### config.mk
export PLATFORM = sky130hd
export DESIGN_NAME = regdst_pipe_tracker
export DESIGN_NICKNAME = d
export VERILOG_FILES = /design/src/rtl/regdst_pipe_tracker.sv
export SDC_FILE = /design/constraint.sdc
export NUM_CORES = 1
export LEC_CHECK = 0
export CAP_MARGIN = 20
export CORE_MARGIN = 1.5
export CORE_UTILIZATION = 43
export DETAILED_ROUTE_END_ITERATION = 8
export HOLD_SLACK_MARGIN = 0.08
export PLACE_DENSITY = 0.83
export RECOVER_POWER = 25
export SETUP_SLACK_MARGIN = 0.02
export SLEW_MARGIN = 10
export SYNTH_ARGS = -nofsm -noshare
export SYNTH_HDL_FRONTEND = slang
export SYNTH_SLANG_ARGS = --single-unit
export TNS_END_PERCENT = 1
### constraint.sdc
create_clock -name clk -period 4.9 [get_ports clk]
set_input_delay 0.98 -clock clk [delete_from_list [all_inputs] [get_ports clk]]
set_output_delay 0.98 -clock clk [all_outputs]
set_load 0.03 [all_outputs]
### src/rtl/regdst_pipe_tracker.sv
// regdst_pipe_tracker
// Decodes the write-destination register of the instruction leaving D from
// its RegDst mode, then carries destination, write enable and remaining Tnew
// through STAGES pipeline slots (slot 0 = E ... slot STAGES-1 = W).
// Exposes per-slot state for the hazard unit and a combinational forwarding
// lookup that prefers the youngest matching slot.
// Optional build macro: REGDST_PIPE_STATS_EN adds stat_bubbles/stat_flushes
// event counters; without it those ports and counters do not exist.
module regdst_pipe_tracker #(
  parameter int ADDR_W   = 5,
  parameter int STAGES   = 3,
  parameter int TNEW_W   = 2,
  parameter int LINK_REG = 31
) (
  input  logic                       clk,
  input  logic                       reset,
  input  logic                       stall,
  input  logic                       flush,
  input  logic                       in_valid,
  input  logic [1:0]                 in_regdst,
  input  logic [ADDR_W-1:0]          in_rt,
  input  logic [ADDR_W-1:0]          in_rd,
  input  logic [TNEW_W-1:0]          in_tnew,
  input  logic [ADDR_W-1:0]          query_addr,
  output logic [STAGES*ADDR_W-1:0]   out_a3,
  output logic [STAGES-1:0]          out_we,
  output logic [STAGES*TNEW_W-1:0]   out_tnew,
  output logic                       hit,
  output logic [2:0]                 hit_slot,
  output logic                       hit_ready
`ifdef REGDST_PIPE_STATS_EN
  ,
  output logic [31:0]                stat_bubbles,
  output logic [31:0]                stat_flushes
`endif
);

  localparam logic [1:0] MODE_RT   = 2'd0;
  localparam logic [1:0] MODE_RD   = 2'd1;
  localparam logic [1:0] MODE_LINK = 2'd2;

  // Per-slot state
  logic [ADDR_W-1:0] a3_q   [STAGES];
  logic [ADDR_W-1:0] a3_d   [STAGES];
  logic              we_q   [STAGES];
  logic              we_d   [STAGES];
  logic [TNEW_W-1:0] tnew_q [STAGES];
  logic [TNEW_W-1:0] tnew_d [STAGES];

  // Decoded slot-0 candidate
  logic [ADDR_W-1:0] dec_a3;
  logic              dec_we;

  // One cycle of progress on Tnew; holds at zero so a ready result stays ready.
  function automatic logic [TNEW_W-1:0] tnew_step(input logic [TNEW_W-1:0] t);
    return (t == '0) ? '0 : t - TNEW_W'(1);
  endfunction

  // Destination decode from RegDst mode; $0 is recorded but never written.
  always_comb begin
    dec_a3 = '0;
    case (in_regdst)
      MODE_RT:   dec_a3 = in_rt;
      MODE_RD:   dec_a3 = in_rd;
      MODE_LINK: dec_a3 = ADDR_W'(LINK_REG);
      default:   dec_a3 = '0;
    endcase
    dec_we = in_valid && (in_regdst != 2'd3) && (dec_a3 != '0);
  end

  // Next-state for every slot: flush beats stall beats normal advance.
  always_comb begin
    for (int i = 0; i < STAGES; i++) begin
      a3_d[i]   = a3_q[i];
      we_d[i]   = we_q[i];
      tnew_d[i] = tnew_q[i];
    end
    if (flush) begin
      for (int i = 0; i < STAGES; i++) begin
        a3_d[i]   = '0;
        we_d[i]   = 1'b0;
        tnew_d[i] = '0;
      end
    end else begin
      for (int i = 1; i < STAGES; i++) begin
        a3_d[i]   = a3_q[i-1];
        we_d[i]   = we_q[i-1];
        tnew_d[i] = tnew_step(tnew_q[i-1]);
      end
      if (stall) begin
        a3_d[0]   = '0;
        we_d[0]   = 1'b0;
        tnew_d[0] = '0;
      end else begin
        a3_d[0]   = dec_a3;
        we_d[0]   = dec_we;
        tnew_d[0] = in_tnew;
      end
    end
  end

  // Slot registers; asynchronous clear so a mid-cycle reset empties the pipe at once.
  always_ff @(posedge clk or negedge reset) begin
    if (!reset) begin
      for (int i = 0; i < STAGES; i++) begin
        a3_q[i]   <= '0;
        we_q[i]   <= 1'b0;
        tnew_q[i] <= '0;
      end
    end else begin
      for (int i = 0; i < STAGES; i++) begin
        a3_q[i]   <= a3_d[i];
        we_q[i]   <= we_d[i];
        tnew_q[i] <= tnew_d[i];
      end
    end
  end

  // Flatten slot state onto the packed output buses.
  always_comb begin
    out_a3   = '0;
    out_we   = '0;
    out_tnew = '0;
    for (int i = 0; i < STAGES; i++) begin
      out_a3[i*ADDR_W +: ADDR_W]   = a3_q[i];
      out_we[i]                    = we_q[i];
      out_tnew[i*TNEW_W +: TNEW_W] = tnew_q[i];
    end
  end

  // Forwarding lookup: youngest writing slot whose destination matches wins.
  always_comb begin
    hit       = 1'b0;
    hit_slot  = 3'd0;
    hit_ready = 1'b0;
    if (query_addr != '0) begin
      for (int i = 0; i < STAGES; i++) begin
        if (!hit && we_q[i] && (a3_q[i] == query_addr)) begin
          hit       = 1'b1;
          hit_slot  = 3'(i);
          hit_ready = (tnew_q[i] == '0);
        end
      end
    end
  end

`ifdef REGDST_PIPE_STATS_EN
  logic [31:0] bubbles_q;
  logic [31:0] bubbles_d;
  logic [31:0] flushes_q;
  logic [31:0] flushes_d;

  // Event counters; wrap naturally at 2^32.
  always_comb begin
    bubbles_d = bubbles_q;
    flushes_d = flushes_q;
    if (flush) begin
      flushes_d = flushes_q + 32'd1;
    end else if (stall) begin
      bubbles_d = bubbles_q + 32'd1;
    end
  end

  // Counter registers share the pipeline's asynchronous clear.
  always_ff @(posedge clk or negedge reset) begin
    if (!reset) begin
      bubbles_q <= '0;
      flushes_q <= '0;
    end else begin
      bubbles_q <= bubbles_d;
      flushes_q <= flushes_d;
    end
  end

  assign stat_bubbles = bubbles_q;
  assign stat_flushes = flushes_q;
`endif

endmodule

# Word level (Yosys, flattened, before mapping)
# Cells that the tools add are included.
[classes]
n_mux = 22
n_reduce_logical = 15
n_addsub = 2
eq_ne = 6
[ops]
columns = ["op", "n"]
rows = [
  ["5-bit equality test", 3],
  ["15-bit two-way mux", 1],
  ["5-bit one-hot mux with 3 select lines", 1],
  ["1-bit two-way mux", 12],
  ["5-bit nonzero test", 2],
  ["3-bit two-way mux", 3],
  ["2-bit zero test", 4],
  ["1-bit logical AND", 7],
  ["2-bit two-way mux", 3],
  ["6-bit two-way mux", 1],
  ["5-bit two-way mux", 1],
  ["2-bit by 1-bit subtractor with 2-bit output (second input constant)", 2],
  ["2-bit by 1-bit equality test with 1-bit output (second input constant)", 1],
  ["2-bit equality test (second input constant)", 1],
  ["1-bit zero test", 2],
  ["2-bit inequality test (second input constant)", 1],
]
[word_totals]
register_bits = 24
input_bits = 24
word_cells = 54
output_inout_bits = 29

# Longest topological paths before layout
[depth]
ltp_word = 14
mapped_depth = 5
mapped_depth_nobuf = 5

# Worst setup path after synthesis
# No wires, ideal clock.
[synth_path]
path_type = "input to output"
from = "input port query_addr[2]"
to = "output port hit_slot[1]"
stages = 4
arrival_time_ns = 2.610
slack_ns = 1.310
path_buffers = 0
cell_sequence = "xor2_1 > nor4_2 > nand3_1 > nor4b_1"
[synth_between]
elab_chain_len = 14
elab_cells_between_ends = 17
classes_between = "eq/ne (3); mux (6); reduce/logical (8)"
[synth_lines]
columns = ["element", "line", "source"]
rows = [
  ["start: declaration", "24", "input logic [ADDR_W-1:0] query_addr,"],
  ["5-bit equality test", "138", "if (!hit && we_q[i] && (a3_q[i] == query_addr)) begin"],
  ["1-bit logical AND", "138", ""],
  ["1-bit two-way mux", "138", ""],
  ["1-bit two-way mux", "136", "if (query_addr != '0) begin"],
  ["1-bit zero test", "138", ""],
  ["1-bit logical AND (2 in series)", "138", ""],
  ["1-bit two-way mux", "138", ""],
  ["1-bit two-way mux", "136", ""],
  ["1-bit zero test", "138", ""],
  ["1-bit logical AND (2 in series)", "138", ""],
  ["3-bit two-way mux", "138", ""],
  ["3-bit two-way mux *", "136", ""],
  ["end: declaration", "29", "output logic [2:0] hit_slot,"],
]
# Every way passes the cells marked *; elsewhere a longest branch is shown, timed or not. The select of a mux whose other input is x is not followed.

# Final worst setup path
[layout_path]
from = "input port query_addr[2]"
to = "output port hit_ready"
[layout_between]
elab_chain_len = 14
elab_cells_between_ends = 19
classes_between = "eq/ne (3); mux (8); reduce/logical (8)"
[layout_lines]
columns = ["element", "line", "source"]
rows = [
  ["5-bit equality test", "138", ""],
  ["1-bit logical AND", "138", ""],
  ["1-bit two-way mux", "138", ""],
  ["1-bit two-way mux", "136", ""],
  ["1-bit zero test", "138", ""],
  ["1-bit logical AND (2 in series)", "138", ""],
  ["1-bit two-way mux", "138", ""],
  ["1-bit two-way mux", "136", ""],
  ["1-bit zero test", "138", ""],
  ["1-bit logical AND (2 in series)", "138", ""],
  ["1-bit two-way mux", "138", ""],
  ["1-bit two-way mux *", "136", ""],
  ["end: declaration", "30", "output logic hit_ready"],
]
# Marked as above.

==> results_dict.tcl <==
set metrics [dict create \
    r2r_cells 1 \
    firstDrtPassIters 3 \
    avgViaCountPerCell 5.230 \
    hold_viol 0 \
    clock-root-buffer "clkbuf_4" \
    rows 18 \
    layout.cells.non_filler 191 \
    dieArea_um2 2935 \
    ys.flop_type "dfrtp_1" \
    dp_cells 186 \
    slew_viol_final 0 \
    synth_fp_nets 132 \
    post-route-period-util 0.9109 \
    hold_depth 1 \
    ant_nets 0 \
    dr.first_iter.drc_count 7 \
    synth_edf_count 0 \
    post-route-drc-count 0 \
    initial_core_util 0.4545 \
    worstPathArrival_ps 3480 \
    cp_max_fo 4 \
    worstMarginPinSlew_ps 1029 \
    ys_ff_latch 24 \
    ctsHoldBuffers 0 \
    total_power_w 0.0003821 \
    p_seq_frac 0.544 \
    p_comb_frac 0.191 \
    clock_path_buffers 2 \
    synthDistinctLibCells 30 \
    period_needed_ps 4464 \
    port_buffers 51 \
    fmax_ghz 0.2240 \
    ctsHtreeMaxLevel 1 \
    crit_required_ps 3920 \
    track_usage 0.1913 \
    tns_ps 0 \
    ioPinCount 53 \
    power.density_nw_per_um2 224.9 \
    power.share.clock 0.266 \
    clock-sinks 24 \
    clkSlewWorstSetupHoldPaths_ps 120 \
    routabilityCongestion 0.7416 \
    post_cts_buffers 0 \
    intPower_w 0.0002843 \
    postSynthCellCount 108 \
    tritoncts "built" \
    post-dp-hpwl_um 2138 \
    via_count 999 \
    swShare 0.2561 \
    path_class "in -> out" \
    avgSynthCellArea_um2 10.43 \
    status "finished, final reports clean" \
    die_x_um 54.18 \
    leakagePower_nw 0.7557 \
    rsz0062_at_grt "no" \
    worstSetupEndpointType "output pin" \
    drive_gt1_frac 0.04348 \
    fin_worst_skew_ps 6.861 \
    grt.overflow.total 0 \
    async_flop_share 1.000 \
    grt_pass1_vias 969 \
    synth_area_um2 1126 \
    die_height_um 54.18 \
    switching_power_w 0.00009784 \
    grt_pass1_wl_um 3967 \
    maxCapViolations 0 \
    num_antenna_cells 0 \
    slew-limit-headroom 0.3139 \
    nets 186 \
    start_kind "input port" \
    core_um2 2477 \
    yosys-top-cells-area "dfrtp_1 53%, xor2_1 9.3%, nor2b_1 7.2%" \
    clock_latency_ps 310 \
    synthesis.yosys.warnings 0 \
    ir_worst_vdd_v 0.0001454 \
    area_growth_pct 50.89 \
    yosysTopAreaCell "dfrtp_1" \
    setup_viol 0 \
    cts_made_buffers 3 \
    ys_seq_area_frac 0.5333 \
    synth_top_area_share 0.5333 \
    wl_um 2633 \
    cts_resized 0 \
    grt_max_degree 25 \
    antenna_found_initial 0 \
    avgRoutedWirePerCell_um 13.79 \
    hp-class "reg -> reg" \
]
==> flip-flops by register name, summed over array words and instances (netlist names) <==
| signal | flops |
|---|---|
| out_tnew | 6 |
| out_a3 | 15 |
| out_we | 3 |
==> cell usage in the layout (no fill, tap or decap), drive strengths merged, types with 2 or more instances in the layout <==
master          n
nor2           18
or2             2
nor2b          13
a21oi           6
xnor2           3
clkdlybuf4s50  50
nor4            4
and3b           2
or4             2
and2            2
xor2           12
nand3           2
clkbuf          5
dfrtp          24
nor3b           2
nor3            2
==> Yosys cell counts (2+ instances only) <==
cell and instances:
a21oi_1 6, and2_1 2, and3b_1 2, clkbuf_1 2
dfrtp_1 24, nand3_1 2, nor2_1 18, nor2b_1 13
nor3_1 2, nor3b_1 2, nor4_1 3, xnor2_1 3
xor2_1 12
==> stage by stage <==
stage	hold slack (ps)	instance area [µm²]	util	setup WS (ps)
finish	490.8	1699	0.6859	436.4
global route	514.0	1699	0.6859	355.8
CTS	492.3	1695	0.6843	469.3
detailed placement	474.6	1659	0.6697	477.4
global placement	454.4	1659	0.6697	550.0
floorplan	633.7	1126	-	1310
==> kinds of logic (layout without fill, tap and decap cells) <==
family | count (synthesis) | after routing | share of synthesized area
AO/OA/AOI/OAI | 11 | 11 | 0.06112
XOR/XNOR | 15 | 15 | 0.1167
buffers and inverters | 4 | 57 | 0.01667
flip-flops | 24 | 24 | 0.5333
other | 1 | 1 | 0.003330
AND/OR/NAND/NOR | 53 | 53 | 0.2689
==> area by class of cell <==
type	instances	area [µm²]
fillers	210	778.2
flip-flops and latches	24	600.6
repair buffers	52	514.2
multi-input cells	80	506.7
well taps	30	37.54
clock buffers	4	36.28
inverters	1	3.754
==> per-layer routing <==
layer | vias up | track usage | part of all wire
li1 | 469 | - | -
met4 | 0 | 0.09583 | 0.015
met5 | - | 0 | 0
met1 | 478 | 0.1883 | 0.37
met2 | 46 | 0.3755 | 0.54
met3 | 6 | 0.03056 | 0.069
==> power groups by stage <==
stage / logic, W / clock network [W] / registers [W]
2_1_floorplan: 0.0000219 / 0 / 0.000221
3_3_place_gp: 0.0000707 / 0 / 0.000211
3_5_place_dp: 0.0000733 / 0 / 0.000212
4_1_cts: 0.0000736 / 0.000104 / 0.000208
5_1_grt: 0.0000790 / 0.000111 / 0.000208
6_report: 0.0000729 / 0.000101 / 0.000208
==> critical path, stage by stage <==
cell	delay, ps
clkdlybuf4s50_1	500
xor2_1	210
nor4_2	300
nand3_1	170
or4b_1	500
a21oi_1	140
clkdlybuf4s50_1	680
==> worst paths after layout <==
kind	from	end	slack, ps
worst min-delay path	out_tnew[0]	out_tnew[2]	490
max in group asynchronous	reset	out_tnew[0]	2770
worst max register to register	out_a3[0]	out_a3[5]	4170
worst min register to register	out_tnew[0]	out_tnew[2]	490
min in group asynchronous	reset	out_tnew[5]	940
worst max-delay path	query_addr[2]	hit_ready	440
(Power assumes the default switching activity.)
